--- src/rtl/otter_cu_fsm_mc.sv ---
// Multicycle control unit for the OTTER core: ready-handshaked memory ports,
// per-access timeout, synchronous traps and prioritised edge/level interrupts.
module otter_cu_fsm_mc #(
  parameter int               N_IRQ     = 4,
  parameter logic [N_IRQ-1:0] EDGE_MASK = {N_IRQ{1'b1}},
  parameter int               TIMEOUT   = 255,
  parameter int               CNT_W     = 8,
  localparam int              IRQ_W     = (N_IRQ > 1) ? $clog2(N_IRQ) : 1
) (
  input  logic             clk,
  input  logic             rst_n,
  input  logic [31:0]      instrn,
  input  logic             mem_misalign,
  input  logic             mem_rdy,
  input  logic [N_IRQ-1:0] irq,
  input  logic             irq_en,
  output logic             pc_w_en,
  output logic             rfile_w_en,
  output logic             mem_we2,
  output logic             mem_rden1,
  output logic             mem_rden2,
  output logic             cu_rst,
  output logic             csr_we,
  output logic             intrpt_taken,
  output logic [IRQ_W-1:0] irq_id,
  output logic             trap_taken,
  output logic [3:0]       trap_cause,
  output logic [N_IRQ-1:0] irq_pending
);

  typedef enum logic [2:0] {
    ST_INIT     = 3'd0,
    ST_FETCH    = 3'd1,
    ST_EXEC     = 3'd2,
    ST_MEM_WAIT = 3'd3,
    ST_WR_BK    = 3'd4,
    ST_INTRPT   = 3'd5,
    ST_TRAP     = 3'd6
  } state_t;

  localparam logic [6:0] OP_LUI    = 7'b0110111;
  localparam logic [6:0] OP_AUIPC  = 7'b0010111;
  localparam logic [6:0] OP_JAL    = 7'b1101111;
  localparam logic [6:0] OP_JALR   = 7'b1100111;
  localparam logic [6:0] OP_BRANCH = 7'b1100011;
  localparam logic [6:0] OP_LOAD   = 7'b0000011;
  localparam logic [6:0] OP_STORE  = 7'b0100011;
  localparam logic [6:0] OP_IMM    = 7'b0010011;
  localparam logic [6:0] OP_REG    = 7'b0110011;
  localparam logic [6:0] OP_SYS    = 7'b1110011;

  localparam logic [3:0] CAUSE_FETCH_TO  = 4'd1;
  localparam logic [3:0] CAUSE_ILLEGAL   = 4'd2;
  localparam logic [3:0] CAUSE_LD_MISAL  = 4'd4;
  localparam logic [3:0] CAUSE_LD_TO     = 4'd5;
  localparam logic [3:0] CAUSE_ST_MISAL  = 4'd6;
  localparam logic [3:0] CAUSE_ST_TO     = 4'd7;

  localparam bit               TO_EN   = (TIMEOUT > 0);
  localparam logic [CNT_W-1:0] TO_LAST = CNT_W'((TIMEOUT > 0) ? TIMEOUT - 1 : 0);

  state_t             r_state, w_next;
  logic [CNT_W-1:0]   r_cnt;
  logic               r_is_store, w_store_next;
  logic [N_IRQ-1:0]   r_pending, w_pending_next;
  logic [N_IRQ-1:0]   r_irq_prev;
  logic [IRQ_W-1:0]   r_irq_id, w_lowest;
  logic [3:0]         r_trap_cause, w_cause;
  logic               w_waiting, w_timeout, w_done, w_trap_go;
  logic [6:0]         w_opcode;
  logic               w_unused;

  assign w_opcode  = instrn[6:0];
  assign w_unused  = ^{instrn[31:15], instrn[11:7]};
  assign w_waiting = (r_state == ST_FETCH) || (r_state == ST_MEM_WAIT);
  // The timeout only fires on a not-ready cycle; a ready in the same cycle wins.
  assign w_timeout = TO_EN && w_waiting && !mem_rdy && (r_cnt == TO_LAST);

  // NOTE: always_comb assigns every output a default first so no path leaves a
  // signal unassigned, which would otherwise infer a latch.
  always_comb begin
    w_next       = r_state;
    w_store_next = r_is_store;
    w_cause      = r_trap_cause;
    w_done       = 1'b0;
    w_trap_go    = 1'b0;
    pc_w_en      = 1'b1;
    rfile_w_en   = 1'b0;
    mem_we2      = 1'b0;
    mem_rden1    = 1'b0;
    mem_rden2    = 1'b0;
    cu_rst       = 1'b0;
    csr_we       = 1'b0;
    intrpt_taken = 1'b0;
    trap_taken   = 1'b0;

    case (r_state)
      ST_INIT: begin
        pc_w_en = 1'b0;
        cu_rst  = 1'b1;
        w_next  = ST_FETCH;
      end
      ST_FETCH: begin
        pc_w_en   = 1'b0;
        mem_rden1 = 1'b1;
        if (mem_rdy) begin
          w_next = ST_EXEC;
        end else if (w_timeout) begin
          w_trap_go = 1'b1;
          w_cause   = CAUSE_FETCH_TO;
        end
      end
      ST_EXEC: begin
        case (w_opcode)
          OP_REG, OP_IMM, OP_JALR, OP_LUI, OP_AUIPC, OP_JAL: begin
            rfile_w_en = 1'b1;
            w_done     = 1'b1;
          end
          OP_SYS: begin
            csr_we     = instrn[12];
            rfile_w_en = instrn[12];
            w_done     = 1'b1;
          end
          OP_BRANCH: w_done = 1'b1;
          OP_LOAD: begin
            pc_w_en = 1'b0;
            if (mem_misalign) begin
              w_trap_go = 1'b1;
              w_cause   = CAUSE_LD_MISAL;
            end else begin
              mem_rden2    = 1'b1;
              w_store_next = 1'b0;
              w_next       = ST_MEM_WAIT;
            end
          end
          OP_STORE: begin
            if (mem_misalign) begin
              pc_w_en   = 1'b0;
              w_trap_go = 1'b1;
              w_cause   = CAUSE_ST_MISAL;
            end else begin
              mem_we2      = 1'b1;
              w_store_next = 1'b1;
              if (mem_rdy) begin
                w_done = 1'b1;
              end else begin
                pc_w_en = 1'b0;
                w_next  = ST_MEM_WAIT;
              end
            end
          end
          default: begin
            pc_w_en   = 1'b0;
            w_trap_go = 1'b1;
            w_cause   = CAUSE_ILLEGAL;
          end
        endcase
      end
      ST_MEM_WAIT: begin
        pc_w_en   = 1'b0;
        mem_we2   = r_is_store;
        mem_rden2 = !r_is_store;
        if (mem_rdy) begin
          if (r_is_store) begin
            pc_w_en = 1'b1;
            w_done  = 1'b1;
          end else begin
            w_next = ST_WR_BK;
          end
        end else if (w_timeout) begin
          w_trap_go = 1'b1;
          w_cause   = r_is_store ? CAUSE_ST_TO : CAUSE_LD_TO;
        end
      end
      ST_WR_BK: begin
        rfile_w_en = 1'b1;
        w_done     = 1'b1;
      end
      ST_INTRPT: begin
        intrpt_taken = 1'b1;
        w_next       = ST_FETCH;
      end
      ST_TRAP: begin
        trap_taken = 1'b1;
        w_next     = ST_FETCH;
      end
      default: begin
        pc_w_en = 1'b0;
        w_next  = ST_INIT;
      end
    endcase

    if (w_done) w_next = (irq_en && (|r_pending)) ? ST_INTRPT : ST_FETCH;
    if (w_trap_go) w_next = ST_TRAP;
  end

  // Pending vector update and lowest-index priority pick.
  always_comb begin
    w_pending_next = '0;
    w_lowest       = '0;
    for (int i = 0; i < N_IRQ; i++) begin
      if (EDGE_MASK[i]) begin
        w_pending_next[i] = (irq[i] && !r_irq_prev[i]) ||
                            (r_pending[i] &&
                             !((r_state == ST_INTRPT) && (r_irq_id == IRQ_W'(i))));
      end else begin
        w_pending_next[i] = irq[i];
      end
    end
    for (int i = N_IRQ - 1; i >= 0; i--) begin
      if (r_pending[i]) w_lowest = IRQ_W'(i);
    end
  end

  // NOTE: sequential state uses non-blocking assignments so every register
  // samples the pre-edge values regardless of statement order.
  always_ff @(posedge clk or negedge rst_n) begin
    if (!rst_n) begin
      r_state      <= ST_INIT;
      r_cnt        <= '0;
      r_is_store   <= 1'b0;
      r_pending    <= '0;
      r_irq_prev   <= '0;
      r_irq_id     <= '0;
      r_trap_cause <= '0;
    end else begin
      r_state    <= w_next;
      r_is_store <= w_store_next;
      r_pending  <= w_pending_next;
      r_irq_prev <= irq;
      // Counter restarts whenever a wait state is left, so each entry starts at 0.
      if (TO_EN && w_waiting && !mem_rdy && !w_timeout) r_cnt <= r_cnt + 1'b1;
      else                                             r_cnt <= '0;
      if (w_next == ST_INTRPT) r_irq_id <= w_lowest;
      if (w_next == ST_TRAP)   r_trap_cause <= w_cause;
    end
  end

  assign irq_id      = r_irq_id;
  assign trap_cause  = r_trap_cause;
  assign irq_pending = r_pending;

endmodule

--- config.mk ---
export PLATFORM = sky130hd
export DESIGN_NAME = otter_cu_fsm_mc
export DESIGN_NICKNAME = d
export VERILOG_FILES = /design/src/rtl/otter_cu_fsm_mc.sv
export SDC_FILE = /design/constraint.sdc
export NUM_CORES = 1
export LEC_CHECK = 0
export CAP_MARGIN = 20
export CORE_ASPECT_RATIO = 0.8
export CORE_MARGIN = 3
export CORE_UTILIZATION = 39
export CTS_BUF_LIST = sky130_fd_sc_hd__clkbuf_2
export CTS_CLUSTER_DIAMETER = 150
export DETAILED_ROUTE_END_ITERATION = 7
export GPL_TIMING_DRIVEN = 0
export PLACE_DENSITY = 0.77
export SLEW_MARGIN = 40
export SYNTH_ARGS = -nofsm -noshare
export SYNTH_HDL_FRONTEND = slang
export SYNTH_SLANG_ARGS = --single-unit
export TNS_END_PERCENT = 5
--- constraint.sdc ---
create_clock -name clk -period 1.8 [get_ports clk]
set_clock_uncertainty 0.2 [all_clocks]
set_input_delay 0.36 -clock clk [delete_from_list [all_inputs] [get_ports clk]]
set_output_delay 0.36 -clock clk [all_outputs]
set_load 0.01 [all_outputs]
After elaboration in Yosys (flattened, before gate mapping)
Cells that the tools add are included.
{ "word_totals": {"register_bits": 26, "input_bits": 41, "output_inout_bits": 19, "elab_cells": 137} }
{ "classes": {"add_sub_neg": 1, "eq_ne": 31, "muxes": 53, "reduce_logical": 45} }
{ "ops": {"columns": ["cell", "count"], "rows": [
  ["== test 7 bit (second input constant)", 4],
  ["2-to-1 mux 3 bit", 9],
  ["2-to-1 mux 4 bit", 6],
  ["case mux 4 bit (3 select lines)", 2],
  ["== test 7 x 6 -> 1 bit (second input constant)", 3],
  ["2-to-1 mux 1 bit", 18],
  ["logical AND 1 bit", 16],
  ["case mux 1 bit (2 select lines)", 8],
  ["== test 3 bit (second input constant)", 5],
  ["case mux 3 bit (5 select lines)", 1],
  ["== test 7 x 5 -> 1 bit (second input constant)", 2],
  ["inequality test 2 bit (second input constant)", 7],
  ["logical NOT 1 bit", 11],
  ["2-to-1 mux 2 bit", 5],
  ["AND reduction 9 bit", 1],
  ["adder 8 x 1 -> 8 bit (second input constant)", 1],
  ["== test 8 bit (second input constant)", 1],
  ["2-to-1 mux 8 bit", 1],
  ["OR reduction 8 bit", 1],
  ["== test 7 x 2 -> 1 bit (second input constant)", 1],
  ["== test 3 x 2 -> 1 bit (second input constant)", 2],
  ["inequality test 3 bit (second input constant)", 2],
  ["case mux 1 bit (3 select lines)", 2],
  ["case mux 3 bit (2 select lines)", 1],
  ["other kinds (13)", 20]
]} }

Longest topological paths before layout
Gate-level depths: netlist of the first run.
{ "depth": {"depth_word": 10, "mapped_depth": 6, "ltp_nobuf": 6} }

Worst setup path before layout of the first run
No wires, ideal clock.
{ "synth_timing": {"path_type": "flip-flop to output port", "from": "reg r_state[0]", "to": "out rfile_w_en", "arrival_time_ps": 1407, "setup_slack_ps": -167, "stages_incl_launch_ff": 6, "path_cell_list": "dfrtp_1 -> buf_2 -> nor2b_1 -> nand2b_1 -> nor3_1 -> or2_1"} }
{ "synth_via": {"elab_chain_len": 2, "elab_cells_between_ends": 3, "cone_classes": "eq/ne: 2; mux: 1"} }
{ "synth_rtl": {"columns": ["element", "line", "rtl"], "rows": [
  ["start: declaration", "62", "state_t r_state, w_next;"],
  ["start signal: assignment", "227", "r_state <= w_next;"],
  ["== test 3 bit or == test 3 x 2 -> 1 bit (tied branches)", "97", "case (r_state)"],
  ["case mux 1 bit (2 select lines) (*)", "97", null],
  ["end: declaration", "18", "output logic rfile_w_en,"]
]} }
Every way passes the cells marked *; elsewhere a longest branch is shown, timed or not.

Worst setup path after layout of the first run
{ "layout_timing": {"from": "reg r_state[0]", "to": "out pc_w_en"} }
{ "layout_via": {"elab_chain_len": 3, "elab_cells_between_ends": 7, "cone_classes": "eq/ne: 5; mux: 1; reduce/logical: 1"} }
{ "layout_rtl": {"columns": ["element", "line", "rtl"], "rows": [
  ["== test 3 bit", "97", null],
  ["OR reduction 3 bit (no source line)", null, null],
  ["case mux 1 bit (3 select lines) (*)", "97", null],
  ["end: declaration", "17", "output logic pc_w_en,"]
]} }
Marks and branches as above.

==> results of run 1 <==
cell usage in the layout, fill, tap and decap left out, drive strengths merged, types with 2 or more instances in the layout:
cell type,count
dfrtp,25
buf,24
nor2,17
dlygate4sd2,16
o21ai,11
nand2,10
inv,10
clkdlybuf4s50,8
nand3,7
a21oi,7
xor2,5
nor3,5
mux2,4
clkbuf,4
nand2b,4
clkdlybuf4s15,3
nand4,3
nor2b,3
nor3b,2
a21o,2
ha,2
and4b,2
nor4,2
cells by family (layout without fill, tap and decap cells):
logic type | after synthesis | count (layout) | share of synthesized area
AND/OR/NAND/NOR | 65 | 65 | 0.279
multiplexers | 4 | 4 | 0.0324
AO/OA/AOI/OAI | 27 | 27 | 0.136
adder cells (fa/ha/maj) | 2 | 2 | 0.0180
other | 1 | 1 | 0.00270
flip-flops | 25 | 25 | 0.450
buffers and inverters | 14 | 66 | 0.0432
XOR/XNOR | 6 | 6 | 0.0378
worst max-delay path: stages (launching register included):
cell and delay, ns:
dfrtp_1 0.46, buf_6 0.14, nor3b_4 0.24, nand4_4 0.14, a21oi_4 0.21, nor2_2 0.06
nand2_1 0.07, buf_2 0.13
metrics by stage:
| step | utilization | instances | cell area (µm²) | setup TNS (ns) |
|---|---|---|---|---|
| 5_1_grt | 0.615 | 236 | 1990 | -5.28 |
| 3_5_place_dp | 0.549 | 218 | 1780 | -10.91 |
| 6_report | 0.615 | 236 | 1990 | -4.28 |
| 2_1_floorplan | - | 144 | 1400 | 0 |
| 3_3_place_gp | 0.551 | 218 | 1790 | -11.37 |
| 4_1_cts | 0.585 | 231 | 1900 | -3.29 |
per-layer routing:
metal | GRT usage | vias to the layer above | wire length [µm]
li1 | - | 616 | -
met1 | 0.236 | 615 | 1570
met2 | 0.301 | 44 | 1890
met3 | 0.0441 | 6 | 215
met4 | 0.0526 | 0 | 50
met5 | 0 | - | 0
final cells by class:
type                       count  area share
sequential                    25       0.314
timing repair buffer          48       0.206
tap                           40      0.0251
clock buffer                   4      0.0100
multi-input combinational    105       0.406
buffer                         4      0.0207
inverter                      10      0.0188
registers in the layout, indices dropped and copies added, names as in the netlist:
name,count
r_cnt,8
irq_pending,4
r_irq_prev,4
r_state,3
trap_cause,3
irq_id,2
r_is_store,1
worst min path at each step:
stage | from | end | slack [ns] | cells past startpoint
floorplan | rst_n | irq_id[0] | -0.14 | 0
global placement | r_irq_prev[1] | irq_pending[1] | 0.20 | 1
detailed placement | rst_n | r_irq_prev[2] | 0.18 | 1
CTS | r_irq_prev[0] | irq_pending[0] | 0.23 | 1
global route | irq[2] | r_irq_prev[2] | 0.22 | 1
finish | r_irq_prev[0] | irq_pending[0] | 0.22 | 1
power groups by stage:
| stage | logic (mW) | registers [mW] | clock network (mW) |
|---|---|---|---|
| final | 1.14 | 0.730 | 0.212 |
| after floorplan | 0.524 | 0.738 | 0 |
| after global routing | 1.24 | 0.742 | 0.248 |
| after CTS | 1.00 | 0.721 | 0.224 |
| after detailed placement | 0.917 | 0.736 | 0 |
| after global placement | 0.894 | 0.734 | 0 |
timing repair:
item | 4_1_cts | 5_1_grt
endpoints found under the hold margin | 25 | 0
hold buffers | 1 | 0
resized for setup | 67 | 13
buffers inserted | 8 | 5
pin swaps | 7 | 6
endpoints found under the setup margin | 26 | 16
==> summary.md, run 1 <==
| Metric | Value |
|---|---|
| Async S/R FF share, synth | 1.00 |
| Area growth, synth to finish | 43.5% |
| Sw Pwr | slightly above 800 µW |
| Final hold vios | 0 |
| Die Ht | 59.4 µm |
| Placer congestion estimate | between 0.7 and 0.8 |
| Worst r2r path cells | 8 |
| Commonest cells in the synthesized netlist | 25 x dfrtp_1, 17 x nor2_1, 10 x nand2_1 |
| Worst Setup SP | r_state[0] |
| Largest net degree at the start of global routing | 26 |
| Syn Nets | around 190 |
| Failing checks | setup timing |
| Max-cap viol count | 0 |
| Max-slew headroom | 0.633 |
| Combinational share of power | 0.548 |
| Crit-path max FO | 3 |
| CTS tree | done |
| Final #Nets | 240 |
| DRT iter0 DRCs | ~110 |
| Placeable Area | around 3200 µm² |
| Buffers on Ports | 34 |
| GRT Resource Usage Total | 0.181 |
| Post-synthesis instance total | approximately 140 |
| CTS H-tree depth | 1 |
| EDFF count, synth | 0 |
| Hold WC Path Type | reg -> reg |
| Vias in the first global route | between 1k and 1.5k |
| Status | finished with violations |
| Clock sinks | 25 |
| Hold Slack | 0.223 ns |
| Slew Viols, Final | 0 |
| FILL cells | approximately 270 |
| Clock Latency Late Sink | around 0.33 ns |
| Largest cells by area after synthesis | dfrtp_1 45%, nor2_1 4.6%, mux2_1 3.2% |
| Flop2flop setup slack | -0.35 ns |
| CP arrival | roughly 1.8 ns |
| # diodes | 0 |
| Setup CP Type | reg -> out |
| Seq cells post-synth | 25 |
| Fin worst setup slack | -0.547 ns |
| Power Total | 2.08 mW |
| Via count | about 1.3k |
| Final Setup Violations | 16 |
| Post-Route WL | roughly 3700 µm |
| Tightest Pin Transition | 0.551 ns |
| Placement Setup Slack | -1.15 ns |
| Initial antenna violation count | 0 |
| Wirelength per Cell | about 16 µm |
| Antenna-violating nets left | 0 |
| Peak VDD IR | between 800 and 900 µV |
| Yosys cell types | 46 |
| First-pass GRT wire length | ~6100 µm |
| Seq. cell area | 626 µm² |
| Setup crit end kind | primary output |
| Starting Density | 0.428 |
| Clock power share | 0.102 |
| Via density | 5.43 |
| Mapped Area | 1390 µm² |
| Sequential fraction of the synthesis area | 0.450 |
| Req. time, crit path | around 1.2 ns |
| Boundary Pins | 60 |
| Max clock buf depth | 2 |
| Mean Syn Cell Area | about 9.6 µm² |
| Synth top area share | 0.450 |
| TritonCTS buffer count | 3 |
| Die Width | 72.7 µm |
| Worst r2r src | r_state[0] |
| GRT overflow | 0 |
| Min Clock Period, post-route | between 2 and 2.5 ns |
| Reg power frac | 0.350 |
| Root buf cell | clkbuf_2 |
| Initial DRT Pass Iterations | 4 |
| Multi-input gate area | 808 µm² |
| Die ar. | 4320 µm² |
| Cell with the most instances after synthesis | dfrtp_1 |
| P_leak | about 0.92 nW |
| Share of layout cells above drive strength 1 | 0.301 |
| Cell Pwr Density | around 1000 nW/µm² |
| Most used DFF post-synth | dfrtp_1 |
| Clk slew on worst S/H paths | ~0.21 ns |
| DR DRC count | 0 |
| YS warnings | 0 |
| Period utilization | 1.30 |
| Reg2reg end | irq_id[1] |
| Worst setup endpoint | pc_w_en |
| Unrepaired setup endpoints after global routing | true |
| Final HPWL DP | around 2600 µm |
| Cell Rows | 18 |
| CP startpoint kind | flip-flop |
| Leading area contributor after synthesis | dfrtp_1 |
| Switching share of power | 0.393 |
| Pint | between 1 and 1.5 mW |
| Fmax | 426 MHz |
Note: power is estimated with default switching activity, not from simulation.
==> run 2, diff against run 1 <==
--- a/config.mk
+++ b/config.mk
@@ -5,15 +5,16 @@
 export SDC_FILE = /design/constraint.sdc
 export NUM_CORES = 1
 export LEC_CHECK = 0
+export ABC_CLOCK_PERIOD_IN_PS = 2300
 export CAP_MARGIN = 20
-export CORE_ASPECT_RATIO = 0.8
+export CORE_ASPECT_RATIO = 1.4
 export CORE_MARGIN = 3
-export CORE_UTILIZATION = 39
+export CORE_UTILIZATION = 43
 export CTS_BUF_LIST = sky130_fd_sc_hd__clkbuf_2
 export CTS_CLUSTER_DIAMETER = 150
 export DETAILED_ROUTE_END_ITERATION = 7
 export GPL_TIMING_DRIVEN = 0
-export PLACE_DENSITY = 0.77
+export PLACE_DENSITY = 0.8
 export SLEW_MARGIN = 40
 export SYNTH_ARGS = -nofsm -noshare
 export SYNTH_HDL_FRONTEND = slang
==> constraint.sdc (replaced) <==
create_clock -name clk -period 2.3 [get_ports clk]
set_clock_uncertainty 0.2 [all_clocks]
set_input_delay 0.46 -clock clk [delete_from_list [all_inputs] [get_ports clk]]
set_output_delay 0.46 -clock clk [all_outputs]
set_load 0.01 [all_outputs]
==> run 2 against run 1 <==
Compared with the run above: the flow still finishes with violations (setup timing); final cell count decreased by 2.1%; non-clock buffer count decreased by 2; sequential power decreased by 22%; combinational power decreased by 29%; global-route usage decreased by 0.61 points; register-to-register slack improved by 0.46 ns; setup slack improved by 0.34 ns; worst hold slack improved by 0.0046 ns; cell area decreased by 4.5%; utilization increased by 2.8 points; sequential share of layout area increased by 1.5 points; clock-buffer cell count decreased by 1; critical endpoint unchanged; largest cell class unchanged; largest power group unchanged.
==> summary.md, run 2 (synthesized netlist as in run 1, its figures left out) <==
| Metric | Value |
|---|---|
| Status | finished with violations |
| Failing checks | setup timing |
| Fin worst setup slack | -0.212 ns (+0.335 ns) |
| Req. time, crit path | 1.64 ns (+0.40 ns) |
| Final #Nets | 238 (-0.83%) |
| Final HPWL DP | 2380 µm (-7.6%) |
| Max clock buf depth | 2 (unchanged) |
| Largest Register | r_cnt |
| CP arrival | 1.85 ns (+0.06 ns) |
| Setup CP Type | reg -> out |
| Post-Route WL | 3380 µm (-9.1%) |
| Share of layout cells above drive strength 1 | 0.232 (-0.0691) |
| Clock Latency Late Sink | 0.34 ns (about the same) |
| Starting Density | 0.469 (+0.0403) |
| P_leak | 0.886 nW (-4.0%) |
| Final hold vios | 0 (unchanged) |
| First-pass GRT wire length | 5220 µm (-15%) |
| # diodes | 0 (unchanged) |
| Largest net degree at the start of global routing | 26 (unchanged) |
| Power Total | 1.55 mW (-26%) |
| Vias in the first global route | 1,174 (-13%) |
| Most frequent cells in the layout | 25 x dfrtp_1, 16 x clkdlybuf4s50_1, 15 x nor2_1 |
| Post-route insts no fill | 231 (-2.1%) |
| Period utilization | 1.09 |
| Clock sinks | 25 (unchanged) |
| Area growth, synth to finish | 37.1% |
| Slew Viols, Final | 0 (unchanged) |
| Placement Setup Slack | -0.833 ns (+0.320 ns) |
| Max-slew headroom | 0.639 (+0.00648) |
| Placeable Area | 2960 µm² (-8.6%) |
| Final Setup Violations | 3 (-13) |
| Max-cap viol count | 0 (unchanged) |
| Crit-path max FO | 5 (+2) |
| CTS H-tree depth | 1 (unchanged) |
| CP startpoint kind | flip-flop |
| TritonCTS buffer count | 3 (unchanged) |
| Setup crit end kind | primary output |
| GRT Resource Usage Total | 0.175 (-0.00608) |
| Placer congestion estimate | 0.832 (+4.4%) |
| Crit-path cells | buf_6 > nor3b_4 > nand4_4 > a21oi_4 > nor2_4 > nand2_1 > buf_2 |
| CTS tree | done |
| Initial antenna violation count | 0 (unchanged) |
| GRT overflow | 0 (unchanged) |
| Boundary Pins | 60 (unchanged) |
| Commonest non-fill, non-tap cell in the layout | dfrtp_1 |
| Hold WC Path Type | reg -> reg |
| Tightest Pin Transition | 0.541 ns (-0.00972 ns) |
| Initial DRT Pass Iterations | 4 (unchanged) |
| Buffers on Ports | 34 (unchanged) |
| Die Width | 54.0 µm (-26%) |
| Wirelength per Cell | 14.6 µm (-7.1%) |
| DP Cell Count | 215 (-1.4%) |
| Antenna-violating nets left | 0 (unchanged) |
| Unrepaired setup endpoints after global routing | true |
| Fmax | 398 MHz |
| Root buf cell | clkbuf_2 |
| TNS Setup | -0.300 ns (+3.98 ns) |
| Slowest stage cell, crit path | dfrtp_1 |
| Die Ht | 73.2 µm (+23%) |
| Cell Pwr Density | 813 nW/µm² (-22%) |
| Largest register FFs | 8 (unchanged) |
| Peak VDD IR | 557 µV (-31%) |
| DR DRC count | 0 (unchanged) |
| Via density | 5.42 (-0.15%) |
| Layout Utilization | 0.642 (+0.0279) |
| Min Clock Period, post-route | approximately 2.5 ns |
| Crit-path max cell delay | 0.46 ns (about the same) |
| Die ar. | 3960 µm² (-8.3%) |
| Clk slew on worst S/H paths | 0.23 ns (+0.02 ns) |
| Via count | 1,252 (-2.3%) |
| Cell Rows | 23 (+5) |
| DRT iter0 DRCs | 48 (-54%) |
[run 2: cell count changes in the layout (fill, tap and decap cells not counted), moves of 2 or more]
cell,delta
buf_6,-5
clkdlybuf4s15_2,-3
clkdlybuf4s50_1,+8
dlygate4sd2_1,-7
nand2b_4,-2
nor3_1,+3
nor3_2,-2
[run 2: per-layer routing]
metal  track usage  routed length [µm]  vias up
met5             0                   0        -
met4        0.0803                 125        0
met3        0.0164                 173       11
met2         0.315                1840       46
met1         0.201                1250      592
li1              -                   -      603
[run 2: per-stage QoR]
| stage | instance area, µm² | hold WS, ns |
|---|---|---|
| detailed placement | 1770 | 0.205 |
| global placement | 1780 | 0.195 |
| global route | 1900 | 0.244 |
| floorplan | 1390 | -0.0356 |
| finish | 1900 | 0.228 |
| CTS | 1840 | 0.231 |
[run 2: layout make-up]
class                           instances  area, µm²
Fill cell                             252       1060
Multi-Input combinational cell        105        754
Sequential cell                        25        626
Timing Repair Buffer                   46        387
Tap cell                               37       46.3
Inverter                               10       37.5
Buffer                                  4       33.8
Clock buffer                            3       15.0
Clock inverter                          1       5.00
[run 2: what timing repair did]
action,in CTS,in global routing
gates resized for setup,39,12
hold buffers,1,0
buffers inserted,4,6
endpoints found under the hold margin,25,0
gates cloned,0,1
pin swaps,5,6
endpoints found under the setup margin,9,7
[run 2: where the power goes]
group / switching [mW] / total, mW / leakage (nW) / internal (mW)
Sequential: 0.0602 / 0.569 / 0.312 / 0.509
Combinational: 0.413 / 0.811 / 0.558 / 0.398
Clock: 0.128 / 0.167 / 0.0164 / 0.0394
Total: 0.601 / 1.55 / 0.886 / 0.946
[run 2: final timing paths]
check                              start              to  slack [ns]  cells past startpoint
max in group asynchronous          rst_n      r_state[0]        1.16                      2
min reg2reg                r_irq_prev[2]  irq_pending[2]        0.23                      1
max                           r_state[2]         pc_w_en       -0.21                      7
max reg2reg                   r_state[2]       irq_id[0]        0.11                      8
min in group asynchronous          rst_n        r_cnt[4]        0.39                      2
min                        r_irq_prev[2]  irq_pending[2]        0.23                      1
[run 2: critical path: cells and delay by family (launching register included)]
| kind | cells | cell delay [ns] |
|---|---|---|
| AND/OR/NAND/NOR | 4 | 0.53 |
| flip-flops | 1 | 0.46 |
| buffers and inverters | 2 | 0.27 |
| AO/OA/AOI/OAI | 1 | 0.25 |
